$ cat src/rtl/wide_adder_pkg.sv
// Shared types for the sequential wide adder: FSM state encoding.
package wide_adder_pkg;
  localparam int WIDE_ADD_STATE_W = 2;

  typedef enum logic [WIDE_ADD_STATE_W-1:0] {
    IDLE,
    ADD,
    DONE
  } wide_add_state_t;
endpackage

$ cat src/rtl/adder_nbit.sv
// BIT_WIDTH-bit ripple adder with carry in/out; the one datapath adder.
module adder_nbit #(
  parameter int BIT_WIDTH = 4
) (
  input  logic [BIT_WIDTH-1:0] a,
  input  logic [BIT_WIDTH-1:0] b,
  input  logic                 cin,
  output logic [BIT_WIDTH-1:0] sum,
  output logic                 cout
);
  // Widen to BIT_WIDTH+1 so the top bit carries out.
  assign {cout, sum} = {1'b0, a} + {1'b0, b} + {{BIT_WIDTH{1'b0}}, cin};
endmodule

$ cat src/rtl/wide_adder_seq.sv
// Sequential multi-word adder: one BIT_WIDTH word per clock through a
// single adder_nbit, carry chained through a register.
// Optional self-checks compiled in with WIDE_ADDER_CHECK_EN.
module wide_adder_seq
  import wide_adder_pkg::*;
#(
  parameter int BIT_WIDTH = 4,
  parameter int NUM_WORDS = 4
) (
  input  logic                           clk,
  input  logic                           rst,
  input  logic                           start,
  input  logic [BIT_WIDTH*NUM_WORDS-1:0] op_a,
  input  logic [BIT_WIDTH*NUM_WORDS-1:0] op_b,
  input  logic                           carry_in,
  output logic                           busy,
  output logic                           done,
  output logic [BIT_WIDTH*NUM_WORDS-1:0] result,
  output logic                           carry_out
);
  localparam int W     = BIT_WIDTH * NUM_WORDS;
  localparam int IDX_W = (NUM_WORDS > 1) ? $clog2(NUM_WORDS) : 1;
  localparam logic [IDX_W-1:0] LAST_IDX = IDX_W'(NUM_WORDS - 1);

  wide_add_state_t state, state_nxt;

  logic [W-1:0]         op_a_reg, op_b_reg, result_reg;
  logic                 carry_reg;
  logic [IDX_W-1:0]     idx;
  logic                 last_word;
  logic [BIT_WIDTH-1:0] word_a, word_b, word_sum;
  logic                 word_cout;

  assign last_word = (idx == LAST_IDX);
  assign word_a    = op_a_reg[idx*BIT_WIDTH +: BIT_WIDTH];
  assign word_b    = op_b_reg[idx*BIT_WIDTH +: BIT_WIDTH];
  assign result    = result_reg;
  assign carry_out = carry_reg;

  adder_nbit #(.BIT_WIDTH(BIT_WIDTH)) u_adder (
    .a   (word_a),
    .b   (word_b),
    .cin (carry_reg),
    .sum (word_sum),
    .cout(word_cout)
  );

  // State register.
  always_ff @(posedge clk) begin
    if (rst) state <= IDLE;
    else     state <= state_nxt;
  end

  // Next state and status outputs; start is only looked at in IDLE.
  always_comb begin
    state_nxt = state;
    busy      = 1'b0;
    done      = 1'b0;
    unique case (state)
      IDLE: if (start) state_nxt = ADD;
      ADD: begin
        busy = 1'b1;
        if (last_word) state_nxt = DONE;
      end
      DONE: begin
        done      = 1'b1;
        state_nxt = IDLE;
      end
      default: state_nxt = IDLE;
    endcase
  end

  // Datapath: snapshot operands on accept, then one word per ADD cycle.
  always_ff @(posedge clk) begin
    if (rst) begin
      op_a_reg   <= '0;
      op_b_reg   <= '0;
      result_reg <= '0;
      carry_reg  <= 1'b0;
      idx        <= '0;
    end else begin
      unique case (state)
        IDLE: if (start) begin
          op_a_reg   <= op_a;
          op_b_reg   <= op_b;
          carry_reg  <= carry_in;
          idx        <= '0;
          result_reg <= '0;
        end
        ADD: begin
          result_reg[idx*BIT_WIDTH +: BIT_WIDTH] <= word_sum;
          carry_reg <= word_cout;
          // Hold idx on the last word so it never wraps mid-operation.
          if (!last_word) idx <= idx + IDX_W'(1);
        end
        default: ;
      endcase
    end
  end

`ifdef WIDE_ADDER_CHECK_EN
  // carry_reg is consumed by the chain, so keep the original carry-in.
  logic carry_in_chk;

  // Input sanity on accept and end-to-end sum check in DONE.
  always_ff @(posedge clk) begin
    if (rst) begin
      carry_in_chk <= 1'b0;
    end else if (state == IDLE && start) begin
      carry_in_chk <= carry_in;
      if ($isunknown(op_a))     $error("X/Z on input 'op_a'");
      if ($isunknown(op_b))     $error("X/Z on input 'op_b'");
      if ($isunknown(carry_in)) $error("X/Z on input 'carry_in'");
    end else if (state == DONE) begin
      assert ({carry_reg, result_reg} ==
              ({1'b0, op_a_reg} + {1'b0, op_b_reg} + (W+1)'(carry_in_chk)))
        else $error("Output 'result' is not correct");
    end
  end
`endif
endmodule

$ cat config.mk
export PLATFORM = sky130hd
export DESIGN_NAME = wide_adder_seq
export DESIGN_NICKNAME = d
export VERILOG_FILES = /design/src/rtl/wide_adder_pkg.sv /design/src/rtl/adder_nbit.sv /design/src/rtl/wide_adder_seq.sv
export SDC_FILE = /design/constraint.sdc
export NUM_CORES = 1
export LEC_CHECK = 0
export ABC_AREA = 1
export BUFFER_PORTS_ARGS = -buffer_cell sky130_fd_sc_hd__clkbuf_2
export CELL_PAD_IN_SITES_DETAIL_PLACEMENT = 1
export CELL_PAD_IN_SITES_GLOBAL_PLACEMENT = 2
export CORE_MARGIN = 1
export CORE_UTILIZATION = 29
export CTS_CLUSTER_DIAMETER = 150
export DETAILED_ROUTE_END_ITERATION = 16
export GPL_TIMING_DRIVEN = 0
export PLACE_DENSITY_LB_ADDON = 0.08
export SYNTH_ARGS = -nofsm -noshare
export SYNTH_HDL_FRONTEND = slang
export SYNTH_SLANG_ARGS = --single-unit
$ cat constraint.sdc
create_clock -name clk -period 3.6 [get_ports clk]
set_clock_uncertainty 0.2 [all_clocks]
set_input_delay 0.36 -clock clk [delete_from_list [all_inputs] [get_ports clk]]
set_output_delay 0.36 -clock clk [all_outputs]
set_load 0.03 [all_outputs]
==> results.txt, run 1 <==
Status -> completed
Clock transition at path regs -> 0.10 ns
Post-Syn Area -> 2340 sq um
CTS Root Cell -> clkbuf_8
Hold-fix buffers at CTS -> 0
Worst vdd ir -> 0.249 mV
Flop pwr share -> 46.6%
FF+latch count, synth -> 53
Pint -> 963 uW
Yosys cell types -> 27
Final core occ -> 36.7%
Pleak -> 0.00122 uW
Critical Path Fanout Max -> 11
Kind of critical path -> reg2reg
Final setup fails -> 0
Worst hold start -> op_b[8]
GRT overflow -> 0
TritonCTS Buffers -> 5
Critical path capture point type -> register
Max-slew headroom -> 59.4%
Layout Cells excl Fill -> 480
Total GRT Usage -> 17.4%
Worst R2R Start -> idx[1]
Power density cells -> 491 nW/um^2
Layout cells sized above 1 -> 21.2%
Fill cell count -> 1003
Sequential cell area fraction in the yosys report -> 45.3%
Worst-case clock buffer depth -> 2
Largest net degree at the start of global routing -> 16
Clock Sink Count -> 53
Vias in the first global route -> 2313
Initial core utilization -> 30.1%
CTS tree -> done
Max-cap viol count -> 0
Clock Power Share -> 30.2%
Post_cts resized -> 0
Starting DRT DRC Count -> 29
Final GP Congestion -> 0.734
Nets -> 422
Sw Ratio -> 31.4%
Initial antenna violation count -> 0
TritonRoute pass-1 iters -> 4
Row count -> 32
Post-DP HPWL -> 5.10 mm
Total negative slack -> 0 ns
Chip width -> 91.8 um
Chip height -> 91.8 um
Minimum clock period -> 3.25 ns
DR vias -> 2246
Worst-Skew Late Latency -> 0.31 ns
Post-Place Cells -> 472
Reg area -> 1060 sq um
Final hold viol count -> 0
Footprint of the multi-input gates -> 1170 sq um
Antenna viol nets, final -> 0
Setup crit start -> idx[1]
Avg WL per Cell -> 14.1 um
Core ar. -> 7770 sq um
Max Slew Vio Count -> 0
Die area -> 8430 sq um
DR vias/cell -> 4.68
CP required -> 3.65 ns
H-tree levels -> 2
Post-route DRC -> 0
I/O pin count -> 55
Fin crit share -> 90.2%
R2r setup slk -> 0.35 ns
Diodes inserted -> 0
Area growth from synthesis to layout -> 22.0%
Syn_nets -> 361
Avg Inst Size Synth -> 7.40 sq um
Worst-margin pin slew -> 0.609 ns
Startpoint types -> register
Hold/Removal Path Class -> in2reg
Hold_ws -> 0.0960 ns
RSZ-0062 raised after global routing -> false
Syn Inst Count -> 316
Crit path DAT -> 3.29 ns
Routed WL -> 6.77 mm
PortBufs -> 54
Yosys warnings -> 0
Global-route wire length before repair -> 11.4 mm
Max Clock Freq -> 308 MHz
Comb pwr share -> 23.2%
Psw -> 440 uW
Post-CTS setup buffers -> 0
power groups by stage:
| stage | clock [uW] | combinational [uW] | sequential [uW] |
|---|---|---|---|
| after CTS | 437 | 334 | 654 |
| final | 424 | 326 | 653 |
| after detailed placement | 0 | 333 | 668 |
| after global placement | 0 | 325 | 667 |
| after global routing | 468 | 375 | 660 |
| after floorplan | 0 | 218 | 667 |
final timing paths:
path,depth (start not counted),endpoint
worst max-delay path,10,result[14]
worst min-delay path,3,op_b_reg[8]
worst min register to register,2,result[6]
worst max register to register,10,result[14]
routing by layer:
layer  wire [um]  share of wire [%]  vias up  track usage [%]
met3         190                2.8        9             3.32
met1        3300                 49     1036             22.1
met4          90                1.3        0             4.56
met2        3190                 47       35             30.2
met5           0                  0        -                0
li1            -                  -     1166                -
through the flow:
stage          worst slack (ns)  cell area [sq um]  total power [uW]
5_1_grt                  0.0216               2850              1500
3_5_place_dp              0.349               2740              1000
3_3_place_gp              0.305               2740               992
6_report                  0.353               2850              1400
2_1_floorplan              1.08               2340               886
4_1_cts                   0.315               2850              1430
placed cells by master, fill, tap and decap left out, types with 4 or more instances in the layout:
cell type / synthesis / final
dfxtp_1: 53 / 53
o22ai_1: 8 / 8
a21oi_1: 20 / 20
clkbuf_8: 0 / 6
nor2_1: 86 / 86
ha_1: 7 / 7
clkbuf_1: 11 / 12
inv_2: 5 / 5
inv_1: 6 / 6
nand3_1: 6 / 6
nand2_1: 39 / 39
clkbuf_2: 0 / 54
o21ai_0: 49 / 49
buf_2: 4 / 4
worst max-delay path, stage by stage, from the launching register on:
cell and delay [ns]:
dfxtp_1 0.63, clkinv_1 0.44, o21ai_0 0.19, o22ai_1 0.14
fa_1 0.46, fa_1 0.41, xor2_1 0.29, nand2_1 0.08
nor2_1 0.13, nand2_1 0.07, a21oi_1 0.13
area by class of cell:
class | count | share of cell area (%)
Clock inverter | 1 | 1.05
Tap cell | 102 | 4.47
Multi-Input combinational cell | 235 | 40.9
Inverter | 13 | 1.71
Clock buffer | 7 | 3.02
Timing Repair Buffer | 54 | 9.47
Sequential cell | 53 | 37.2
Buffer | 15 | 2.15
cells in the mapped netlist, drive strengths merged:
master / count / area [sq um]
nor2: 88 / 340
fa: 2 / 40.0
dfxtp: 53 / 1060
clkinv: 2 / 7.51
inv: 11 / 41.3
ha: 7 / 87.6
and3: 1 / 6.26
nand4: 3 / 18.8
o31ai: 1 / 7.51
o21ai: 52 / 272
a211oi: 1 / 7.51
nand3: 7 / 40.0
nand2: 41 / 159
clkbuf: 11 / 41.3
nor3: 3 / 31.3
o22ai: 8 / 50.1
buf: 4 / 20.0
a21oi: 20 / 100
xor2: 1 / 8.76
cell families after synthesis:
family	count (synthesis)	synth area share (%)
flip-flops	53	45.3
XOR/XNOR	1	0.374
adder cells (fa/ha/maj)	9	5.45
AND/OR/NAND/NOR	143	25.5
buffers and inverters	28	4.71
AO/OA/AOI/OAI	82	18.7
No activity file was read; power rests on OpenSTA's default activity.
==> inputs of run 2 (changes only) <==
--- a/config.mk
+++ b/config.mk
@@ -14,6 +14,7 @@
 export CTS_CLUSTER_DIAMETER = 150
 export DETAILED_ROUTE_END_ITERATION = 16
 export GPL_TIMING_DRIVEN = 0
+export MAX_ROUTING_LAYER = met4
 export PLACE_DENSITY_LB_ADDON = 0.08
 export SYNTH_ARGS = -nofsm -noshare
 export SYNTH_HDL_FRONTEND = slang
==> run 2 against run 1 <==
Power is 0.12% lower. Critical path depth unchanged. Core utilization did not move. Register-to-register slack about the same. Count of clock-buffer cells in the layout unchanged. Routed wire length decreased by 0.21%. Combinational power is essentially flat.
==> results.txt, run 2 (synthesis gave the netlist of run 1 again) <==
Initial antenna violation count -> 0 (unchanged)
Max Slew Vio Count -> 0 (unchanged)
Row count -> 32 (unchanged)
H-tree levels -> 2 (unchanged)
Chip width -> 91.8 um (unchanged)
Nets -> 422 (unchanged)
DR vias/cell -> 4.68 (about the same)
Routed WL -> 6.76 mm (-0.21%)
Hold/Removal Path Class -> in2reg
Worst vdd ir -> 0.249 mV (-0.22%)
Worst-Skew Late Latency -> 0.31 ns (about the same)
Post-DP HPWL -> 5.10 mm (unchanged)
Leading cell types in the layout, fill and taps excluded -> nor2_1 (86), clkbuf_2 (54), dfxtp_1 (53)
Initial core utilization -> 30.1% (unchanged)
Setup crit start -> idx[1]
Largest net degree at the start of global routing -> 16 (unchanged)
PortBufs -> 54 (unchanged)
Total negative slack -> 0 ns (unchanged)
Worst R2R Start -> idx[1]
Kind of critical path -> reg2reg
Global-route wire length before repair -> 11.4 mm (about the same)
Buffers & Inverters on Critical Path -> 1 (unchanged)
Avg WL per Cell -> 14.1 um (-0.21%)
Final total power -> 1400 uW (-0.12%)
Fill cell count -> 1003 (unchanged)
TritonRoute pass-1 iters -> 4 (unchanged)
Core ar. -> 7770 sq um (unchanged)
Final hold viol count -> 0 (unchanged)
Critical path capture point type -> register
Critical path's slowest cell -> dfxtp_1
Post-CTS setup buffers -> 0 (unchanged)
Most common cell after layout, fill and taps aside -> nor2_1
Antenna viol nets, final -> 0 (unchanged)
Critical Path Fanout Max -> 11 (unchanged)
Final GP Congestion -> 0.743 (+1.2%)
Crit path DAT -> 3.30 ns (about the same)
Diodes inserted -> 0 (unchanged)
Delay-heaviest family, CP -> adder cells
Total GRT Usage -> 17.9% (+0.49 points)
Max-slew headroom -> 59.4% (about the same)
Startpoint types -> register
DR vias -> 2247 (+0.045%)
Worst-margin pin slew -> 0.609 ns (-0.000710 ns)
Fin crit share -> 90.3% (+0.14 points)
Starting DRT DRC Count -> 28 (-3.4%)
Area growth from synthesis to layout -> 22.0% (unchanged)
Status -> completed
Power density cells -> 491 nW/um^2 (-0.12%)
CTS tree -> done
Placed Area -> 2740 sq um (unchanged)
Hold-fix buffers at CTS -> 0 (unchanged)
Post_cts resized -> 0 (unchanged)
Final setup fails -> 0 (unchanged)
Chip height -> 91.8 um (unchanged)
Max Clock Freq -> 307 MHz (-0.15%)
Layout cells sized above 1 -> 21.2% (unchanged)
Critical-path cell list -> clkinv_1, o21ai_0, o22ai_1, fa_1, fa_1, xor2_1, nand2_1, nor2_1, nand2_1, a21oi_1
Finished Cell Area -> 2850 sq um (unchanged)
Vias in the first global route -> 2320 (+0.30%)
Minimum clock period -> 3.25 ns (+0.00492 ns)
RSZ-0062 raised after global routing -> false
Pleak -> 0.00122 uW (unchanged)
Die area -> 8430 sq um (unchanged)
I/O pin count -> 55 (unchanged)
TritonCTS Buffers -> 5 (unchanged)
Worst hold start -> op_b[8]
Clock transition at path regs -> 0.10 ns (about the same)
Worst-case clock buffer depth -> 2 (unchanged)
Post-route DRC -> 0 (unchanged)
Clock Sink Count -> 53 (unchanged)
GRT overflow -> 0 (unchanged)
CTS Root Cell -> clkbuf_8
Worst path max stage delay -> 0.63 ns (about the same)
Max-cap viol count -> 0 (unchanged)
CP required -> 3.64 ns (about the same)
[run 2: layout make-up]
type | count | area [sq um] | area share (%)
multi-input combinational | 235 | 1170 | 40.9
sequential | 53 | 1060 | 37.2
timing repair buffer | 54 | 270 | 9.47
tap | 102 | 128 | 4.47
clock buffer | 7 | 86.3 | 3.02
buffer | 15 | 61.3 | 2.15
inverter | 13 | 48.8 | 1.71
clock inverter | 1 | 30.0 | 1.05
[run 2: stage by stage]
step	util [%]	setup slack, ns	hold WS, ns	std cells
floorplan	-	1.08	0.249	316
global placement	35.2	0.305	0.250	472
detailed placement	35.2	0.349	0.256	472
CTS	36.7	0.315	0.0946	480
global route	36.7	0.0217	0.0968	480
finish	36.7	0.348	0.0967	480
[run 2: power breakdown]
part	internal [uW]	switching [uW]
combinational	110	216
sequential	626	27.3
clock	227	195
[run 2: path summary, 6_finish.rpt]
kind                 end  slack (ns)  cells past startpoint
max           result[14]        0.35                     10
min          op_b_reg[8]         0.1                      3
max reg2reg   result[14]        0.35                     10
min reg2reg    result[6]        0.27                      2
[run 2: layer usage]
metal / GRT usage [%] / vias to the layer above / routed length, um
met3: 3.32 / 10 / 189
met1: 22.1 / 1037 / 3280
met2: 30.1 / 34 / 3200
met5: - / - / 0
met4: 4.56 / 0 / 83
li1: - / 1166 / -
[run 2: worst reg2reg max path, stage by stage (launching register included)]
cell,delay [ns]
dfxtp_1,0.63
clkinv_1,0.45
o21ai_0,0.19
o22ai_1,0.14
fa_1,0.46
fa_1,0.42
xor2_1,0.29
nand2_1,0.08
nor2_1,0.13
nand2_1,0.07
a21oi_1,0.13
